### src/rtl/tt_um_jleugeri_ttt_event_scheduler.sv
// Event scheduler: snapshots a SIZE-bit event vector and emits the index of each
// set bit, lowest first, one per valid/ready handshake, then pulses done.
module tt_um_jleugeri_ttt_event_scheduler #(
    parameter int unsigned SIZE  = 16,
    parameter int unsigned IDX_W = $clog2(SIZE)
) (
    input  logic             clk,
    input  logic             rst_n,
    input  logic             in_valid,
    output logic             in_ready,
    input  logic [SIZE-1:0]  in_vec,
    output logic             out_valid,
    input  logic             out_ready,
    output logic [IDX_W-1:0] out_idx,
    input  logic             abort,
    output logic             busy,
    output logic             done,
    output logic [IDX_W:0]   count
);

    typedef enum logic [1:0] {
        IDLE = 2'd0,
        SCAN = 2'd1,
        DONE = 2'd2
    } state_t;

    state_t            state;
    logic [SIZE-1:0]   pending;
    logic [SIZE-1:0]   pending_cleared;
    logic [IDX_W-1:0]  lsb_idx;
    logic              found;
    logic              handshake;

    // Lowest-set-bit search, driven from the snapshot register only.
    always_comb begin
        lsb_idx = '0;
        found   = 1'b0;
        for (int unsigned i = 0; i < SIZE; i++) begin
            if (!found && pending[i]) begin
                lsb_idx = IDX_W'(i);
                found   = 1'b1;
            end
        end
    end

    // Subtracting one borrows through the trailing zeros, so the AND drops the lowest set bit.
    assign pending_cleared = pending & (pending - SIZE'(1));

    assign in_ready  = (state == IDLE);
    assign out_valid = (state == SCAN);
    assign done      = (state == DONE);
    assign busy      = (state != IDLE);
    assign out_idx   = out_valid ? lsb_idx : '0;
    assign handshake = out_valid && out_ready;

    always_ff @(posedge clk or negedge rst_n) begin
        if (!rst_n) begin
            state   <= IDLE;
            pending <= '0;
            count   <= '0;
        end else begin
            case (state)
                IDLE: begin
                    if (in_valid) begin
                        pending <= in_vec;
                        count   <= '0;
                        state   <= (in_vec != '0) ? SCAN : DONE;
                    end
                end
                SCAN: begin
                    if (handshake) begin
                        count <= count + 1'b1;
                    end
                    if (abort) begin
                        pending <= '0;
                        state   <= DONE;
                    end else if (handshake) begin
                        pending <= pending_cleared;
                        if (pending_cleared == '0) begin
                            state <= DONE;
                        end
                    end
                end
                DONE: begin
                    state <= IDLE;
                end
                default: begin
                    state   <= IDLE;
                    pending <= '0;
                end
            endcase
        end
    end

endmodule

### config.mk
export PLATFORM = sky130hd
export DESIGN_NAME = tt_um_jleugeri_ttt_event_scheduler
export DESIGN_NICKNAME = d
export VERILOG_FILES = /design/src/rtl/tt_um_jleugeri_ttt_event_scheduler.sv
export SDC_FILE = /design/constraint.sdc
export NUM_CORES = 1
export LEC_CHECK = 0
export BUFFER_PORTS_ARGS = -buffer_cell sky130_fd_sc_hd__buf_2
export CORE_ASPECT_RATIO = 1.75
export CORE_MARGIN = 2
export CORE_UTILIZATION = 35
export CTS_CLUSTER_DIAMETER = 50
export DETAILED_ROUTE_END_ITERATION = 8
export PLACE_DENSITY = 0.55
export SKIP_CTS_REPAIR_TIMING = 1
export SLEW_MARGIN = 10
export SYNTH_ARGS = -nofsm -noshare
export SYNTH_HDL_FRONTEND = slang
export SYNTH_SLANG_ARGS = --single-unit
### constraint.sdc
create_clock -name clk -period 4.3 [get_ports clk]
set_input_delay 0.215 -clock clk [delete_from_list [all_inputs] [get_ports clk]]
set_output_delay 0.215 -clock clk [all_outputs]
set_load 0.02 [all_outputs]
# Word-level counts from Yosys, hierarchy flattened
# Cells that the tools add are included.
[word_totals]
ff_bits = 23
[classes]
add_sub_neg = 2
reduce_logical = 39
bitwise = 2
mux = 44
n_eq_ne = 6
[ops]
columns = ["cell", "count"]
rows = [
  ["$mux W4", 14],
  ["$mux W16", 3],
  ["$pmux W16 S3", 1],
  ["$and A16 B16 Y16", 1],
  ["$logic_and A1 B1 Y1", 16],
  ["$logic_not A16 Y1", 1],
  ["$mux W1", 16],
  ["$reduce_bool A16 Y1", 1],
  ["$sub A16 B1 Y16 const B", 1],
  ["$logic_not A1 Y1", 15],
  ["$mux W2", 6],
  ["$mux W5", 2],
  ["$pmux W5 S2", 1],
  ["$reduce_and A3 Y1", 3],
  ["$ne A3 B1 Y1 const B", 2],
  ["$add A5 B1 Y5 const B", 1],
  ["$pmux W2 S2", 1],
  ["$reduce_bool A2 Y1", 2],
  ["$eq A2 B1 Y1 const B", 1],
  ["$eq A2 B2 Y1 const B", 1],
  ["$logic_not A2 Y1", 1],
  ["$ne A2 B1 Y1 const B", 1],
  ["$ne A2 B2 Y1 const B", 1],
  ["$not A1 Y1", 1],
]

# Logic depth before layout (Yosys ltp)
# Gate-level depths: netlist of run 1.
[depth]
depth_word = 47
mapped_depth = 7

# Worst setup path after synthesis of run 1
# Ideal clock, no wire load.
[synth_path]
kind = "reg-to-output"
from = "register pending[2]"
to = "output out_idx[0]"
stages_incl_launch_ff = 6
arrival_time_ps = 1837
path_slack_ps = 2248
cell_sequence = "dfrtp_1 -> nor4_4 -> nand2_2 -> nor2_1 -> a2bb2oi_1 -> a211oi_1"
[synth_via]
elab_chain_len = 42
word_cells_on_any_way = 55
cone_classes = "mux: 28; reduce/logical: 27"
[synth_rtl]
columns = ["element", "line", "text"]
rows = [
  ["start: declaration", "28", "logic [SIZE-1:0] pending;"],
  ["start signal: assignment", "65", "pending <= in_vec;"],
  ["start signal: assignment", "78", "pending <= pending_cleared;"],
  ["$logic_and A1 B1 Y1 *", "39", "if (!found && pending[i]) begin"],
  ["$mux W1", "39", ""],
  ["$logic_not A1 Y1", "39", ""],
  ["$logic_and A1 B1 Y1", "39", ""],
  ["$mux W1", "39", ""],
  ["$logic_not A1 Y1", "39", ""],
  ["$logic_and A1 B1 Y1", "39", ""],
  ["$mux W1", "39", ""],
  ["[26 not listed]", "-", ""],
  ["$mux W1", "39", ""],
  ["$logic_not A1 Y1", "39", ""],
  ["$logic_and A1 B1 Y1", "39", ""],
  ["$mux W1", "39", ""],
  ["$logic_not A1 Y1", "39", ""],
  ["$logic_and A1 B1 Y1", "39", ""],
  ["$mux W4 *", "39", ""],
  ["$mux W4 *", "53", "assign out_idx = out_valid ? lsb_idx : '0;"],
  ["end: declaration", "14", "output logic [IDX_W-1:0] out_idx,"],
]
# Every way passes the cells marked *; elsewhere a longest branch is shown, timed or not.

# Final worst setup path of run 1
# Same ends and word-level chain as after synthesis.

==> flow_metrics.tcl, run 1 <==
set metrics [dict create \
    status "finished clean" \
    instances_no_fill 249 \
    min_path_type "in -> reg" \
    hold_depth 2 \
    cts_tree "yes" \
    first_iter_violations 47 \
    synth_cells 169 \
    critPathMaxFanout 8 \
    synth_area_leaders "dfrtp_1, o21ai_0, a22o_1, nor2_1, nand2_1" \
    gp_congestion 0.959 \
    worst_slew_pin_slew_ns 0.724 \
    crit_type "reg -> out" \
    drive_gt1_frac 0.235 \
    synth_seq_area_share 0.395 \
    cts_buffer_depth 2 \
    period_share 0.575 \
    wl_per_cell_um 17.0 \
    cts_buffers 3 \
    setup-violations-final 0 \
    area_growth_pct 16.9 \
    ys_warn_count 0 \
    postSynth.asyncResetShare 1.00 \
    dp.cells 244 \
    dieHeight_um 89.4 \
    drt_wl_total_um 4240 \
    reg2reg_depth 6 \
    antenna_found_initial 0 \
    root_buffer "clkbuf_8" \
    rsz0062_at_grt "no" \
    critPathRequiredTime_ns 4.09 \
    port_buffers 33 \
    syn_nets 191 \
    n_fill_cell 412 \
    power_density_nw_per_um2 703 \
    vias 1488 \
    drc 0 \
    dpl-instance-area_um2 1650 \
    final-max-slew-violation-count 0 \
    routed_via_density 5.98 \
    nets 223 \
    utilization 0.419 \
    netlist.area_leader.share 0.395 \
    synth_common_cells "dfrtp_1, nor2_1, o21ai_0, nand2_1, a22o_1" \
    worstPathCellList "nor4_4 > nand2_2 > nor2_1 > a2bb2oi_1 > a211oi_1 > buf_2" \
    endpoint_kind "output pin" \
    gr-total-overflow 0 \
    avgSynthCellArea_um2 8.63 \
    die_area_um2 4720 \
    leakagePower_nw 0.796 \
    synth_top_cell_by_area "dfrtp_1" \
    first_pass_iters 4 \
    design_area_um2 1710 \
    die_w_um 52.8 \
    slowest_stage "nor4_4" \
    timing.fmax_mhz 404 \
    ioPinCount 34 \
    core_area_um2 4070 \
    clk_latency_ns 0.26 \
    fin_crit_ns 2.47 \
    finalSetupTns_ns 0 \
    htreeDepth 1 \
    grt_start_max_net_pins 24 \
    synth-seq-cells 23 \
    yosysMostFrequentCell "dfrtp_1" \
    start_kind "register" \
    hold_viol 0 \
    synth-edff-count 0 \
    start_util 0.358 \
    row_count 31 \
    n_antenna_cell 0 \
    ant_nets 0 \
    finalClockSkew_ns 0.00249 \
    grt_first_pass_wirelength_um 6620 \
    grt_pass1_vias 1428 \
    critPathArrivalTime_ns 2.26 \
    synth-main-ff-cell "dfrtp_1" \
    max_stage_delay_ns 0.57 \
    syn_area_um2 1460 \
    place_hpwl_um 3250 \
    ir_drop_uv 279 \
    cts.sinks 23 \
    slew-limit-headroom 0.518 \
    maxCapViolCount 0 \
    path_clk_slew_ns 0.08 \
    synth.distinct_cells 44 \
    track_usage 0.193 \
]
## flip-flops by register name, summed over array words and instances (netlist names)
signal and count:
state 2, pending 16, count 5
## cells by family (layout without fill, tap and decap cells)
| group | count (synthesis) | count (layout) | synth area share |
|---|---|---|---|
| xor+xnor | 3 | 3 | 0.0180 |
| buf+inv | 13 | 44 | 0.0403 |
| mux | 1 | 1 | 0.00772 |
| compound gates | 62 | 62 | 0.281 |
| flops | 23 | 23 | 0.395 |
| simple gates | 66 | 66 | 0.250 |
| fa+ha+maj | 1 | 1 | 0.00857 |
## metrics by stage
step	total power, mW	worst slack (ns)	hold WS (ns)
3_5_place_dp	1.06	2.16	0.230
4_1_cts	1.20	1.85	-0.0633
6_report	1.20	1.83	0.190
5_1_grt	1.29	1.74	0.181
3_3_place_gp	1.05	2.20	0.229
2_1_floorplan	0.883	2.25	-0.0806
## report_power, final
part           total (mW)  internal, mW  switching [mW]
registers           0.432         0.290           0.142
clock network       0.136        0.0647          0.0709
logic               0.632         0.255           0.376
total                1.20         0.610           0.589
## critical path, delay by kind of cell (launching register included)
family,cells,cell delay [ns]
simple gates,3,0.92
compound gates,2,0.38
buf+inv,1,0.23
flops,1,0.46
## worst paths after layout
check | to | from | slack [ns]
max | out_idx[0] | pending[2] | 1.83
min | pending[8] | in_vec[8] | 0.19
max reg2reg | state[0] | pending[2] | 2.25
min reg2reg | count[4] | count[4] | 0.55
max in group asynchronous | pending[0] | rst_n | 3.52
min in group asynchronous | count[1] | rst_n | 0.44
## layer usage
metal	up-vias	GRT usage	wire (µm)
li1	694	-	-
met1	694	0.207	1580
met2	80	0.339	2160
met3	20	0.0284	267
met4	0	0.128	233
met5	-	0	0
## cell type report
type                            count  area [µm²]  area share
Clock buffer                        3        41.3      0.0242
Inverter                            6        22.5      0.0132
Timing Repair Buffer               34         175       0.103
Tap cell                           49        61.3      0.0360
Multi-Input combinational cell    133         825       0.483
Sequential cell                    23         576       0.337
Clock inverter                      1        5.00     0.00293
## cells in the final DEF, fill, tap and decap left out, types with 2 or more instances in the layout
cell       n
nor2_1    21
nand2b_1   3
nand2_1   13
a21oi_1    7
a31oi_1    3
o21bai_1   2
nor3_1     7
nand3_1    2
buf_2     33
a22o_1    12
o21ai_1    2
xor2_1     3
a211oi_1   2
o21ai_0   21
inv_1      6
clkbuf_8   3
o22ai_1    2
nand4_1    2
nor4_1     5
and2_1     3
o31ai_1    2
dfrtp_1   23
No activity file was read; power rests on OpenSTA's default activity.
==> run 2: changes to the inputs <==
--- a/config.mk
+++ b/config.mk
@@ -5,13 +5,14 @@
 export SDC_FILE = /design/constraint.sdc
 export NUM_CORES = 1
 export LEC_CHECK = 0
+export ABC_AREA = 1
 export BUFFER_PORTS_ARGS = -buffer_cell sky130_fd_sc_hd__buf_2
 export CORE_ASPECT_RATIO = 1.75
 export CORE_MARGIN = 2
 export CORE_UTILIZATION = 35
 export CTS_CLUSTER_DIAMETER = 50
 export DETAILED_ROUTE_END_ITERATION = 8
-export PLACE_DENSITY = 0.55
+export PLACE_DENSITY = 0.54
 export SKIP_CTS_REPAIR_TIMING = 1
 export SLEW_MARGIN = 10
 export SYNTH_ARGS = -nofsm -noshare
==> constraint.sdc (replaced) <==
create_clock -name clk -period 2.3 [get_ports clk]
set_input_delay 0.115 -clock clk [delete_from_list [all_inputs] [get_ports clk]]
set_output_delay 0.115 -clock clk [all_outputs]
set_load 0.02 [all_outputs]
==> run 2 against run 1 <==
Against the previous run: via count rose by 14%; critical path depth grew 2; utilization shrank 0.099 points; synthesized cell count is 47% higher; critical path type unchanged; highest routed layer unchanged.
==> flow_metrics.tcl, run 2 <==
set metrics [dict create \
    finalPower_mw 2.73 \
    cts_buffer_depth 2 \
    slew-limit-headroom 0.624 \
    power_density_nw_per_um2 1410 \
    die_w_um 56.0 \
    gr-total-overflow 0 \
    first_iter_violations 35 \
    htreeDepth 1 \
    mostFrequentLayoutCells "nand2_1, buf_2, nor2_1, o21ai_0, dfrtp_1" \
    ant_nets 0 \
    cts_tree "yes" \
    yosysMostFrequentCell "nand2_1" \
    vias 1693 \
    cts.sinks 23 \
    critPathTopFamily "simple AND/OR/NAND/NOR gates" \
    die_area_um2 5320 \
    maxCapViolCount 0 \
    synth_common_cells "nand2_1, nor2_1, dfrtp_1, o21ai_0, inv_1" \
    synth_fa_ha_area_frac 0.00755 \
    synth_top_family_by_area "simple AND/OR/NAND/NOR gates" \
    synth-main-ff-cell "dfrtp_1" \
    port_buffers 33 \
    synth_top_cell_by_area "dfrtp_1" \
    drive_gt1_frac 0.237 \
    reg_top3 "pending x16, count x5, state x2" \
    critPathArrivalTime_ns 1.84 \
    path_clk_slew_ns 0.09 \
    n_fill_cell 519 \
    core_area_um2 4620 \
    cpMostUsedCell "nor2_1" \
    final-max-slew-violation-count 0 \
    rsz0062_at_grt "no" \
    min_path_type "in -> reg" \
    max_stage_delay_ns 0.48 \
    nets 306 \
    synth_area_leaders "dfrtp_1, nand2_1, o21ai_0, nor2_1, inv_1" \
    antenna_found_initial 0 \
    gp_congestion 0.886 \
    hold_depth 3 \
    clk_latency_ns 0.27 \
    critPathMaxFanout 6 \
    fin_crit_ns 1.96 \
    reg2reg_slack_ns 0.57 \
    ff_latch_area_um2 576 \
    grt_pass1_vias 1683 \
    muxShareOfSynthArea 0 \
    postSynth.asyncResetShare 1.00 \
    wl_per_cell_um 14.4 \
    reg2reg_depth 8 \
    start_kind "register" \
    root_buffer "clkbuf_8" \
    synth-edff-count 0 \
    timing.fmax_mhz 510 \
    worst_slew_pin_slew_ns 0.563 \
    synth-simple-area-share 0.438 \
    synth_compound_gate_area_share 0.136 \
    ioPinCount 34 \
    synth.distinct_cells 33 \
    finalClockSkew_ns 0.00435 \
    regMostFlops "pending" \
    place_hpwl_um 3860 \
    hold_viol 0 \
    netlist.area_leader.share 0.347 \
    worstPathCellList "nor2_8 > nand2_4 > nor2_4 > nand2_1 > nor2_1 > nor2_1 > a41oi_1 > buf_2" \
    grt_start_max_net_pins 24 \
    synth_xor_area_frac 0.00528 \
    n_antenna_cell 0 \
    timing.hold.worst.start "in_vec[0]" \
    ys_warn_count 0 \
    ir_drop_uv 597 \
    timing.rr.start "pending[3]" \
    finalSetupTns_ns 0 \
    drt_wl_total_um 4830 \
    track_usage 0.195 \
    worstHoldEndpoint "pending[0]" \
    area_growth_pct 16.5 \
    start_util 0.358 \
    period_share 0.852 \
    setup-violations-final 0 \
    synth_cells 248 \
    drc 0 \
    dieHeight_um 95.0 \
    first_pass_iters 5 \
    crit_type "reg -> out" \
    leakagePower_nw 0.998 \
    routed_via_density 5.05 \
    avgSynthCellArea_um2 6.68 \
    multiInputGateArea_um2 972 \
    syn_nets 270 \
    row_count 33 \
    grt_first_pass_wirelength_um 8000 \
    r2r_end "state[0]" \
    slowest_stage "dfrtp_1" \
    final_common_cell "nand2_1" \
    critPathBufInv 1 \
    synth-seq-cells 23 \
    syn_area_um2 1660 \
    cts_buffers 3 \
    synth_seq_area_share 0.347 \
    endpoint_kind "output pin" \
    status "finished clean" \
    largest_reg_flops 16 \
    critPathRequiredTime_ns 2.18 \
    fin_hold_ws_ns 0.0677 \
]
run 2: changes by cell type in the layout (fill, tap and decap cells not counted), sizes merged, moves of 4 or more:
cell and delta:
nand3 +9, nor3 -5, nand2 +80, nor2 +19, a22o -13, inv +17, and2 -4
run 2: cells by family (layout without fill, tap and decap cells):
group / after synthesis / after routing
AO/OA/AOI/OAI: 41 / 41
XOR/XNOR: 1 / 1
adder cells (fa/ha/maj): 1 / 1
buffers and inverters: 28 / 63
flip-flops: 23 / 23
AND/OR/NAND/NOR: 154 / 154
run 2: how the worst max path moves through the flow:
stage	from	to	depth (start not counted)	slack [ns]
floorplan	pending[0]	out_idx[0]	7	0.78
global placement	pending[3]	state[0]	8	0.58
detailed placement	pending[3]	state[0]	8	0.58
CTS	pending[0]	out_idx[0]	8	0.31
global route	pending[3]	out_idx[2]	10	0.17
finish	pending[0]	out_idx[0]	8	0.34
run 2: layout make-up:
class	instances	share of cell area
clock buffers	3	0.0214
clock inverters	1	0.00259
inverters	24	0.0466
multi-input cells	197	0.503
flip-flops and latches	23	0.298
well taps	52	0.0337
repair buffers	35	0.0946
run 2: per-stage QoR:
stage	setup slack (ns)	instances	util	instance area, µm²
2_1_floorplan	0.776	248	-	1660
3_3_place_gp	0.575	330	0.406	1880
3_5_place_dp	0.581	330	0.406	1880
4_1_cts	0.308	334	0.416	1920
5_1_grt	0.169	335	0.418	1930
6_report	0.340	335	0.418	1930
run 2: per-layer routing:
| layer | vias up | part of all wire | GRT usage |
|---|---|---|---|
| met5 | - | 0 | 0 |
| met4 | 0 | 0.028 | 0.0794 |
| met3 | 12 | 0.038 | 0.0204 |
| met2 | 42 | 0.56 | 0.387 |
| met1 | 771 | 0.37 | 0.203 |
| li1 | 868 | - | - |
run 2: worst reg2reg max path, stage by stage, from the launching register on:
cell,delay (ns)
dfrtp_1,0.49
nor2_4,0.22
nand3_2,0.15
o21ai_0,0.29
nand2_1,0.09
nor2_1,0.10
nand3_1,0.10
nand2_1,0.10
o211ai_1,0.09
run 2: power breakdown:
part / switching [mW] / internal, mW / leakage, nW
clock: 0.145 / 0.121 / 0.0255
sequential: 0.199 / 0.545 / 0.303
combinational: 1.17 / 0.550 / 0.669
==> run 3: changes to the inputs <==
--- a/config.mk
+++ b/config.mk
@@ -7,12 +7,13 @@
 export LEC_CHECK = 0
 export ABC_AREA = 1
 export BUFFER_PORTS_ARGS = -buffer_cell sky130_fd_sc_hd__buf_2
-export CORE_ASPECT_RATIO = 1.75
+export CORE_ASPECT_RATIO = 0.9
 export CORE_MARGIN = 2
 export CORE_UTILIZATION = 35
 export CTS_CLUSTER_DIAMETER = 50
 export DETAILED_ROUTE_END_ITERATION = 8
 export PLACE_DENSITY = 0.54
+export REMOVE_ABC_BUFFERS = 1
 export SKIP_CTS_REPAIR_TIMING = 1
 export SLEW_MARGIN = 10
 export SYNTH_ARGS = -nofsm -noshare
==> run 3 against run 2 <==
Against the previous run: highest routed layer unchanged; first-iteration DRC count rose to 2.8 times the previous value; largest power group unchanged; critical path depth unchanged; critical endpoint unchanged; clock skew up 0.00054 ns; count of clock-buffer cells in the layout up 1.
==> flow_metrics.tcl, run 3 (synthesized netlist as in run 2, its figures left out) <==
set metrics [dict create \
    status "finished clean" \
    critPathBufInv 1 \
    die_w_um 76.5 \
    ant_nets 0 \
    critPathTopFamily "simple AND/OR/NAND/NOR gates" \
    n_antenna_cell 0 \
    ir_drop_uv 399 \
    critPathArrivalTime_ns 1.82 \
    p_int_mw 1.22 \
    drive_gt1_frac 0.233 \
    maxCapViolCount 0 \
    track_usage 0.172 \
    clk_latency_ns 0.27 \
    place_hpwl_um 3530 \
    area_growth_pct 17.2 \
    root_buffer "clkbuf_8" \
    finalClockSkew_ns 0.00489 \
    wl_per_cell_um 12.7 \
    cts_buffer_depth 2 \
    first_iter_violations 99 \
    core_area_um2 4520 \
    largest_reg_flops 16 \
    mostFrequentLayoutCells "nand2_1, buf_2, nor2_1, o21ai_0, dfrtp_1" \
    start_kind "register" \
    n_fill_cell 492 \
    final_common_cell "nand2_1" \
    die_area_um2 5300 \
    leakagePower_nw 0.995 \
    cpMostUsedCell "nor2_1" \
    p_comb_frac 0.632 \
    cts_tree "yes" \
    clkPwrFrac 0.095 \
    power_density_nw_per_um2 1390 \
    vias 1677 \
    max_stage_delay_ns 0.47 \
    path_clk_slew_ns 0.09 \
    grt_pass1_vias 1541 \
    drt_wl_total_um 4380 \
    hold_viol 0 \
    slowest_stage "dfrtp_1" \
    cts.sinks 23 \
    slew-limit-headroom 0.633 \
    setup-violations-final 0 \
    worstPathCellList "nor2_8 > nand2_4 > nor2_4 > nand2_1 > nor2_1 > nor2_1 > a41oi_1 > buf_2" \
    netSwitchingFraction 0.550 \
    grt_start_max_net_pins 24 \
    dieHeight_um 69.3 \
    ioPinCount 34 \
    routed_via_density 4.86 \
    period_share 0.839 \
    cts_buffers 3 \
    finalSetupTns_ns 0 \
    final-max-slew-violation-count 0 \
    row_count 23 \
    first_pass_iters 4 \
    grt_first_pass_wirelength_um 7380 \
    critPathRequiredTime_ns 2.18 \
    p_seq_frac 0.273 \
    start_util 0.367 \
    min_path_type "in -> reg" \
    power.switching_mw 1.49 \
    rsz0062_at_grt "no" \
    fin_crit_ns 1.93 \
    worst_slew_pin_slew_ns 0.550 \
    timing.fmax_mhz 518 \
    htreeDepth 1 \
    port_buffers 33 \
    gp_congestion 0.886 \
    critPathMaxFanout 6 \
    antenna_found_initial 0 \
    finalPower_mw 2.71 \
    endpoint_kind "output pin" \
    regMostFlops "pending" \
    reg_top3 "pending x16, count x5, state x2" \
    nets 306 \
    crit_type "reg -> out" \
    drc 0 \
    gr-total-overflow 0 \
]
==> run 3: changes by cell type in the layout (fill, tap and decap cells not counted), sizes merged <==
cell / previous run / this run
clkbuf: 3 / 4
clkinv: 2 / 1
==> run 3: power by group through the flow <==
stage	sequential, mW	clock [mW]	combinational [mW]
floorplan	0.726	0	1.26
global placement	0.744	0	1.73
detailed placement	0.742	0	1.70
CTS	0.734	0.265	1.71
global route	0.759	0.284	1.93
finish	0.739	0.258	1.71
==> run 3: layer usage <==
layer	GRT usage	wire length (µm)	part of all wire	vias up
met3	0.0234	262	0.060	4
met5	0	0	0	-
met1	0.276	2330	0.53	757
li1	-	-	-	871
met2	0.239	1740	0.40	45
met4	0.0465	41	0.0094	0
==> run 3: final cells by class <==
type	count	area (µm²)	area share
repair buffers	35	183	0.0940
well taps	62	77.6	0.0399
clock buffers	4	45.0	0.0232
flip-flops and latches	23	576	0.296
multi-input cells	197	972	0.500
inverters	24	90.1	0.0464
==> run 3: worst paths after layout <==
check / depth (start not counted) / slack [ns] / start / to
setup / recovery: 8 / 0.37 / pending[0] / out_idx[0]
hold / removal: 3 / 0.07 / in_vec[0] / pending[0]
setup reg to reg: 8 / 0.62 / pending[0] / state[0]
hold reg to reg: 3 / 0.55 / state[1] / state[1]
max in group asynchronous: 2 / 1.57 / rst_n / pending[8]
min in group asynchronous: 2 / 0.36 / rst_n / state[1]
==> run 3: per-stage QoR <==
| step | util | worst slack [ns] | instances | hold slack (ns) | instance area (µm²) |
|---|---|---|---|---|---|
| floorplan | - | 0.737 | 244 | -0.181 | 1640 |
| global placement | 0.418 | 0.615 | 340 | 0.138 | 1890 |
| detailed placement | 0.418 | 0.641 | 340 | 0.139 | 1890 |
| CTS | 0.428 | 0.334 | 344 | -0.151 | 1930 |
| global route | 0.430 | 0.176 | 345 | 0.0939 | 1940 |
| finish | 0.430 | 0.369 | 345 | 0.0728 | 1940 |
==> run 3: tightest hold or removal path, stage by stage <==
cell and delay (ns):
buf_2 0.09, nand2_1 0.05, nand2_1 0.05
